[src/rtl/mmio_uart_tx.sv]
// mmio_uart_tx: memory-mapped UART transmitter with a byte TX FIFO, status register
// and a sticky tohost halt latch for a simple core's store port.
module mmio_uart_tx #(
  parameter logic [31:0] BASE_ADDR    = 32'h1000_0000,
  parameter int          CLKS_PER_BIT = 4,
  parameter int          FIFO_DEPTH   = 8
) (
  input  logic        clk,
  input  logic        rst_n,
  input  logic [31:0] addr,
  input  logic [31:0] wdata,
  input  logic        we,
  output logic [31:0] rdata,
  output logic        sel,
  output logic        tx,
  output logic        halt,
  output logic [31:0] halt_code
);
  localparam int          AW     = $clog2(FIFO_DEPTH);
  localparam logic [AW:0] DEPTH  = (AW+1)'(FIFO_DEPTH);
  localparam logic [15:0] RELOAD = 16'(CLKS_PER_BIT - 1);
  typedef enum logic [1:0] {IDLE, START, DATA, STOP} state_t;
  state_t        state, state_n;
  logic [15:0]   cnt, cnt_n;
  logic [2:0]    bit_idx, bit_n;
  logic [7:0]    shift, shift_n;
  logic [7:0]    mem [FIFO_DEPTH];
  logic [AW-1:0] wptr, rptr;
  logic [AW:0]   count;
  logic          ovf, full, busy, push, pop, ovf_set, ovf_clr;
  logic          hit_tx, hit_st, hit_th;
  logic [31:0]   off;
  // Word offset into the window; byte-lane bits are masked so they never matter.
  assign off     = (addr & 32'hFFFF_FFFC) - (BASE_ADDR & 32'hFFFF_FFFC);
  assign sel     = (off == 32'd0) || (off == 32'd4) || (off == 32'd8);
  assign hit_tx  = we && off == 32'd0;
  assign hit_st  = we && off == 32'd4;
  assign hit_th  = we && off == 32'd8;
  assign full    = count == DEPTH;
  assign busy    = count != '0 || state != IDLE;
  assign push    = hit_tx && !full;
  assign pop     = state == IDLE && count != '0;
  assign ovf_set = hit_tx && full;
  assign ovf_clr = hit_st && wdata[2];
  assign rdata   = off == 32'd4 ? {29'b0, ovf, busy, full} : 32'b0;
  always_ff @(posedge clk)
    if (push) mem[wptr] <= wdata[7:0];
  always_ff @(posedge clk) begin
    if (!rst_n) begin
      wptr      <= '0;
      rptr      <= '0;
      count     <= '0;
      ovf       <= 1'b0;
      halt      <= 1'b0;
      halt_code <= 32'b0;
      state     <= IDLE;
      cnt       <= 16'b0;
      bit_idx   <= 3'b0;
      shift     <= 8'b0;
      tx        <= 1'b1;
    end else begin
      if (push) wptr <= wptr + 1'b1;
      if (pop) rptr <= rptr + 1'b1;
      count <= count + {{AW{1'b0}}, push} - {{AW{1'b0}}, pop};
      ovf   <= ovf_set || (ovf && !ovf_clr);
      if (hit_th && !halt) begin
        halt      <= 1'b1;
        halt_code <= wdata;
      end
      state   <= state_n;
      cnt     <= cnt_n;
      bit_idx <= bit_n;
      shift   <= shift_n;
      tx      <= state == START ? 1'b0 : state == DATA ? shift[0] : 1'b1;
    end
  end
  always_comb begin
    state_n = state;
    cnt_n   = cnt;
    bit_n   = bit_idx;
    shift_n = shift;
    unique case (state)
      IDLE:
        if (pop) begin
          state_n = START;
          cnt_n   = RELOAD;
          shift_n = mem[rptr];
        end
      START:
        if (cnt == 16'd0) begin
          state_n = DATA;
          cnt_n   = RELOAD;
          bit_n   = 3'd0;
        end else cnt_n = cnt - 16'd1;
      DATA:
        if (cnt == 16'd0) begin
          cnt_n   = RELOAD;
          shift_n = shift >> 1;
          bit_n   = bit_idx + 3'd1;
          state_n = bit_idx == 3'd7 ? STOP : DATA;
        end else cnt_n = cnt - 16'd1;
      STOP:
        if (cnt == 16'd0) state_n = IDLE;
        else cnt_n = cnt - 16'd1;
      default: state_n = IDLE;
    endcase
  end
endmodule
[config.mk]
export PLATFORM = sky130hd
export DESIGN_NAME = mmio_uart_tx
export DESIGN_NICKNAME = d
export VERILOG_FILES = /design/src/rtl/mmio_uart_tx.sv
export SDC_FILE = /design/constraint.sdc
export NUM_CORES = 1
export LEC_CHECK = 0
export CAP_MARGIN = 20
export CORE_ASPECT_RATIO = 1.75
export CORE_MARGIN = 3
export CORE_UTILIZATION = 61
export DETAILED_ROUTE_END_ITERATION = 8
export DONT_BUFFER_PORTS = 1
export GPL_TIMING_DRIVEN = 0
export PLACE_DENSITY = 0.77
export RECOVER_POWER = 50
export SLEW_MARGIN = 20
export SYNTH_ARGS = -nofsm -noshare
export SYNTH_HDL_FRONTEND = slang
export SYNTH_SLANG_ARGS = --single-unit
[constraint.sdc]
create_clock -name clk -period 4 [get_ports clk]
set_input_delay 0.8 -clock clk [delete_from_list [all_inputs] [get_ports clk]]
set_output_delay 0.8 -clock clk [all_outputs]
set_load 0.005 [all_outputs]
==> results of run 1 <==
## power groups by stage
stage	Sequential (mW)	Clock (mW)	Combinational, mW
floorplan	1.79	0	1.50
global placement	1.82	0	1.76
detailed placement	1.83	0	1.81
CTS	1.80	1.56	1.84
global route	1.82	1.63	1.95
finish	1.80	1.54	1.74
## synth_stat cells (all sizes together), types with 9 or more instances
master | count | area [sq um]
xor2 | 11 | 96.3
clkbuf | 19 | 71.3
inv | 13 | 48.8
a22o | 9 | 78.8
ha | 17 | 213
mux4 | 16 | 360
dfxtp | 77 | 1540
buf | 37 | 265
a21oi | 41 | 205
edfxtp | 64 | 1920
nand3 | 11 | 55.1
nand2 | 81 | 304
nor4 | 13 | 87.6
o21ai | 18 | 90.1
nor2 | 29 | 109
## layer usage
| layer | up-vias | global-route usage |
|---|---|---|
| met5 | - | 0 |
| met4 | 0 | 0.0963 |
| met3 | 30 | 0.0761 |
| met2 | 140 | 0.453 |
| met1 | 2011 | 0.263 |
| li1 | 1994 | - |
## through the flow
step,cell area [sq um],hold slack (ns),cells,setup slack [ns]
after floorplan,6240,0.448,569,0.770
after global routing,7010,0.449,726,0.379
final,7010,0.470,726,0.728
after global placement,6390,0.461,691,-0.142
after detailed placement,6450,0.467,694,0.553
after CTS,7040,0.456,726,0.980
## registers in the layout (all words and copies together) (netlist names), 3 cells and up, named ones only
register   flops
shift          8
mem           64
count          4
bit_idx        3
cnt           16
halt_code     32
rptr           3
wptr           3
## worst register-to-register path: cells and delay by family, from the launching register on
kind	cells	cell delay, ns
compound gates	2	1.11
simple gates	3	1.02
flops	1	0.37
buf+inv	2	0.47
## final cells by class
cell class,instances,share of cell area
flip-flops and latches,141,0.494
multi-input cells,359,0.343
clock buffers,17,0.0607
plain buffers,56,0.0468
clock inverters,15,0.0243
well taps,122,0.0218
inverters,13,0.00696
repair buffers,3,0.00250
## worst max-delay path by stage
| stage | endpoint | slack, ns |
|---|---|---|
| finish | count[2] | 0.73 |
| global route | count[2] | 0.38 |
| CTS | count[2] | 0.98 |
| detailed placement | count[2] | 0.55 |
| global placement | mem[4][4] | -0.14 |
| floorplan | mem[1][0] | 0.77 |
## logic make-up after synthesis
| kind of cell | Yosys count | synth area share |
|---|---|---|
| other cells | 1 | 0.000611 |
| fa+ha+maj | 18 | 0.0379 |
| simple gates | 185 | 0.149 |
| mux | 26 | 0.0755 |
| xor+xnor | 19 | 0.0271 |
| compound gates | 82 | 0.0820 |
| buf+inv | 69 | 0.0628 |
| flops | 141 | 0.565 |
==> qor.txt, run 1 <==
Reg2reg end -> cnt[15]
Final wirelength -> 13.1 mm
Mean Syn Cell Area -> 11.3 sq um
Layout area overhead -> 14.2%
Shortest period the worst path allows -> 3.27 ns
Clock Skew -> 0.00721 ns
Flop2flop setup slack -> 0.91 ns
FILL cells -> 674
Postcts setup bufs -> 0
Final Wtd Congestion -> 0.795
Fin Setup TNS -> 0 ns
VDD IR-drop max -> 679 uV
Cell Chain, Critical Path -> nor4_1 > nand4_1 > nor4_1 > inv_2 > ha_1 > inv_1 > ha_1 > fa_1 > xnor2_1 > nor2_1
Crit path max fanout -> 8
Metal3 WL -> 678 microns
PD cells -> 726 nW/um^2
Cells after Synth -> 541
Worst-Margin Slew -> 1.07 ns
Final Max Slew Viols -> 0
Final ANT Viol Nets -> 0
Later-pin clock latency in the skew report -> 0.42 ns
Dpl hpwl -> 9.38 mm
Worst hold path depth -> 0
Critical path launch point type -> primary input
N_diodes -> 0
Main synth FF type -> dfxtp_1
WS Path Type -> primary input to flip-flop
Min-Delay Path Class -> primary input to flip-flop
Sequential cell area fraction in the yosys report -> 0.565
Commonest non-fill, non-tap cells in the layout -> nand2_1 (81), dfxtp_1 (77), edfxtp_1 (64)
Outcome -> finished clean
Rows -> 47
Die width -> 81.8 microns
Met2 WL -> 7.45 mm
Total gr overflow -> 0
CTS root buf -> clkbuf_16
CP Depth -> 10
Max Clk Rate -> 306 MHz
Register bit total from synthesis -> 141
Bufs and invs on worst path -> 2
Crit path max-delay cell type -> nor4_1
Drt pass-1 iters -> 4
EDFF count, synth -> 64
Final worst-path cycle share -> 0.818
Hold endpoint -> mem[0][5]
Most common cell after layout, fill and taps aside -> nand2_1
Total Routing Usage GR -> 0.251
Core Area -> 9640 sq um
Switching share of total power -> 0.356
CTS tree -> built
Crit path DAT -> 3.57 ns
WL met1 -> 4.69 mm
Fraction of layout cells with a size suffix above 1 -> 0.161
Unique masters post-synth -> 55
Final setup vio count -> 0
Max_slew headroom -> 0.279
Clock tree buffer depth -> 2
Pin count of the biggest net entering global routing -> 18
Hold Vio Cnt, Final -> 0
I/O pin count -> 134
Number of global-route vias before repair -> 4345
Avg WL per Cell -> 18.1 microns
CP top delay family -> simple AND/OR/NAND/NOR gates
Combinational share of power -> 0.342
Power Total -> 5.09 mW
First-pass GRT wire length -> 21.5 mm
Num CTS Buffers -> 17
Post-synth ARST share -> 0
Leakage -> 2.54 nW
Area of the multi-input gates -> 2400 sq um
HP Start -> wdata[5]
Clock-pin slew on the worst setup and hold paths -> 0.07 ns
Slowest stage delay, CP -> 0.76 ns
H-tree levels -> 4
Max_cap viols -> 0
Clock sinks -> 141
Vias -> 4175
Synth warn -> 0
Initial antenna violation count -> 0
Critical path origin -> addr[5]
I/O Buffers -> 0
RSZ-0062 raised after global routing -> false
Drt drc -> 0
Pint -> 3.27 mW
Nets@finish -> 676
Starting density of the core -> 0.636
Sequential Area -> 3460 sq um
R2r startpoint -> cnt[6]
Max Used Layer -> met4
Cts hold-fix bufs -> 0
Core Util, Final -> 0.727
Full die area -> 11300 sq um
Register share of total power -> 0.354
R2R cell count -> 7
Vias per cell -> 5.75
Worst setup EP type -> flip-flop
Sw power -> 1.81 mW
DR iter-0 viols -> 203
Die Y -> 139 microns
Post-synthesis cell area -> 6130 sq um
Post_cts resized -> 0
Clock share of power -> 0.304
Required @ worst endpoint -> 4.29 ns
Note: power is estimated with default switching activity, not from simulation.
==> run 2, diff against run 1 <==
==> constraint.sdc (replaced) <==
create_clock -name clk -period 3.1 [get_ports clk]
set_input_delay 0.62 -clock clk [delete_from_list [all_inputs] [get_ports clk]]
set_output_delay 0.62 -clock clk [all_outputs]
set_load 0.005 [all_outputs]
==> run 2 against run 1 <==
- sequential share of layout area down 0.19 points
- cell count unchanged
- critical path depth down 2
- wire length down 0.41%
- critical path type is now flip-flop to flip-flop
- largest cell class unchanged
- largest power group unchanged
==> qor.txt, run 2 (same netlist as run 1, synthesis figures left out) <==
Critical path launch point type -> flip-flop
I/O pin count -> 134 (unchanged)
DR iter-0 viols -> 216 (+6.4%)
Worst setup EP type -> flip-flop
Crit path DAT -> 3.03 ns (-0.54 ns)
Setup ws final -> 0.370 ns (-0.358 ns)
Max Clk Rate -> 366 MHz
H-tree levels -> 4 (unchanged)
RSZ-0062 raised after global routing -> false
Final ANT Viol Nets -> 0 (unchanged)
Rows -> 47 (unchanged)
PD cells -> 937 nW/um^2 (+29%)
Core Area -> 9640 sq um (unchanged)
Clock sinks -> 141 (unchanged)
Power Total -> 6.59 mW (+30%)
Avg WL per Cell -> 18.0 microns (-0.41%)
WS Path Type -> flip-flop to flip-flop
Most common cell after layout, fill and taps aside -> nand2_1
Total Routing Usage GR -> 0.251 (unchanged)
Final Wtd Congestion -> 0.795 (unchanged)
Placed Cells -> 694 (unchanged)
Final Max Slew Viols -> 0 (unchanged)
Vias -> 4158 (-0.41%)
Later-pin clock latency in the skew report -> 0.42 ns (about the same)
Max_slew headroom -> 0.386 (+0.107)
Final worst-path cycle share -> 0.881
Shortest period the worst path allows -> 2.73 ns
Biggest regs -> mem: 64 flops, halt_code: 32 flops, cnt: 16 flops
I/O Buffers -> 0 (unchanged)
Min-Delay Path Class -> primary input to flip-flop
Fraction of layout cells with a size suffix above 1 -> 0.164 (+0.00331)
Commonest non-fill, non-tap cells in the layout -> nand2_1 (81), dfxtp_1 (77), edfxtp_1 (64)
CTS tree -> built
Vias per cell -> 5.73 (-0.41%)
Cts hold-fix bufs -> 0 (unchanged)
Nets@finish -> 676 (unchanged)
Num CTS Buffers -> 17 (unchanged)
Drt drc -> 0 (unchanged)
Initial antenna violation count -> 0 (unchanged)
Clock Skew -> 0.00656 ns (-0.000650 ns)
Clock-pin slew on the worst setup and hold paths -> 0.07 ns (about the same)
Finished Layout Cells -> 726 (unchanged)
Total gr overflow -> 0 (unchanged)
Max_cap viols -> 0 (unchanged)
Drt pass-1 iters -> 4 (unchanged)
Starting density of the core -> 0.636 (unchanged)
CP top delay family -> simple AND/OR/NAND/NOR gates
Core Util, Final -> 0.729 (+0.00285)
VDD IR-drop max -> 964 uV (+42%)
Crit path max fanout -> 8 (unchanged)
Crit path max-delay cell type -> nor4_1
Final setup vio count -> 0 (unchanged)
Largest register FFs -> 64 (unchanged)
Hold Vio Cnt, Final -> 0 (unchanged)
N_diodes -> 0 (unchanged)
CTS root buf -> clkbuf_16
Dpl hpwl -> 9.38 mm (unchanged)
Full die area -> 11300 sq um (unchanged)
Required @ worst endpoint -> 3.40 ns (-0.89 ns)
Layout area overhead -> 14.7%
Most flops, register -> mem
Bufs and invs on worst path -> 2 (unchanged)
FILL cells -> 671 (-0.45%)
Die width -> 81.8 microns (unchanged)
Dpl ws -> -0.167 ns (-0.720 ns)
Outcome -> finished clean
Number of global-route vias before repair -> 4345 (unchanged)
Clock tree buffer depth -> 2 (unchanged)
Leakage -> 2.55 nW (+0.24%)
First-pass GRT wire length -> 21.5 mm (unchanged)
Cell repeated most along the worst path -> nor4bb_1
Slowest stage delay, CP -> 0.81 ns (+0.05 ns)
Pin count of the biggest net entering global routing -> 18 (unchanged)
Cell Chain, Critical Path -> inv_1 > ha_1 > nor4bb_1 > clkbuf_1 > nor4_1 > nor4bb_1 > xnor2_1 > nor2_1
Die Y -> 139 microns (unchanged)
Worst-Margin Slew -> 0.913 ns (-0.156 ns)
Final wirelength -> 13.1 mm (-0.41%)
[run 2: area by class of cell]
type / count / area, sq um / area share
Buffer: 56 / 329 / 0.0468
Clock buffer: 17 / 425 / 0.0605
Clock inverter: 15 / 170 / 0.0242
Inverter: 13 / 48.8 / 0.00694
Multi-Input combinational cell: 359 / 2430 / 0.345
Sequential cell: 141 / 3460 / 0.492
Tap cell: 122 / 153 / 0.0217
Timing Repair Buffer: 3 / 17.5 / 0.00249
[run 2: final timing paths]
kind | from | to | slack (ns) | depth (start not counted)
min reg2reg | halt_code[24] | halt_code[24] | 0.48 | 2
max reg2reg | state[0] | cnt[13] | 0.37 | 8
max | state[0] | cnt[13] | 0.37 | 8
min | wdata[5] | mem[0][5] | 0.29 | 0
[run 2: timing repair]
action                                  in CTS  in global routing
buffers inserted                             0                  0
gates resized for setup                      0                  1
endpoints found under the setup margin       0                  1
[run 2: through the flow]
stage                     hold slack, ns  cell area [sq um]  setup TNS [ns]
after floorplan                    0.448               6240               0
after global placement             0.461               6390          -28.19
after detailed placement           0.467               6450          -0.463
after global routing               0.269               7030               0
after CTS                          0.276               7040               0
final                              0.293               7030               0
[run 2: power breakdown]
| part | total (mW) | internal [mW] | switching (mW) |
|---|---|---|---|
| sequential | 2.33 | 2.14 | 0.186 |
| clock | 1.99 | 1.08 | 0.906 |
| combinational | 2.28 | 1.02 | 1.26 |
[run 2: layer usage]
| layer | GRT usage | routed length [microns] | share of wire |
|---|---|---|---|
| met5 | 0 | 0 | 0 |
| met4 | 0.0963 | 306 | 0.023 |
| met3 | 0.0761 | 694 | 0.053 |
| met2 | 0.453 | 7390 | 0.56 |
| met1 | 0.263 | 4700 | 0.36 |
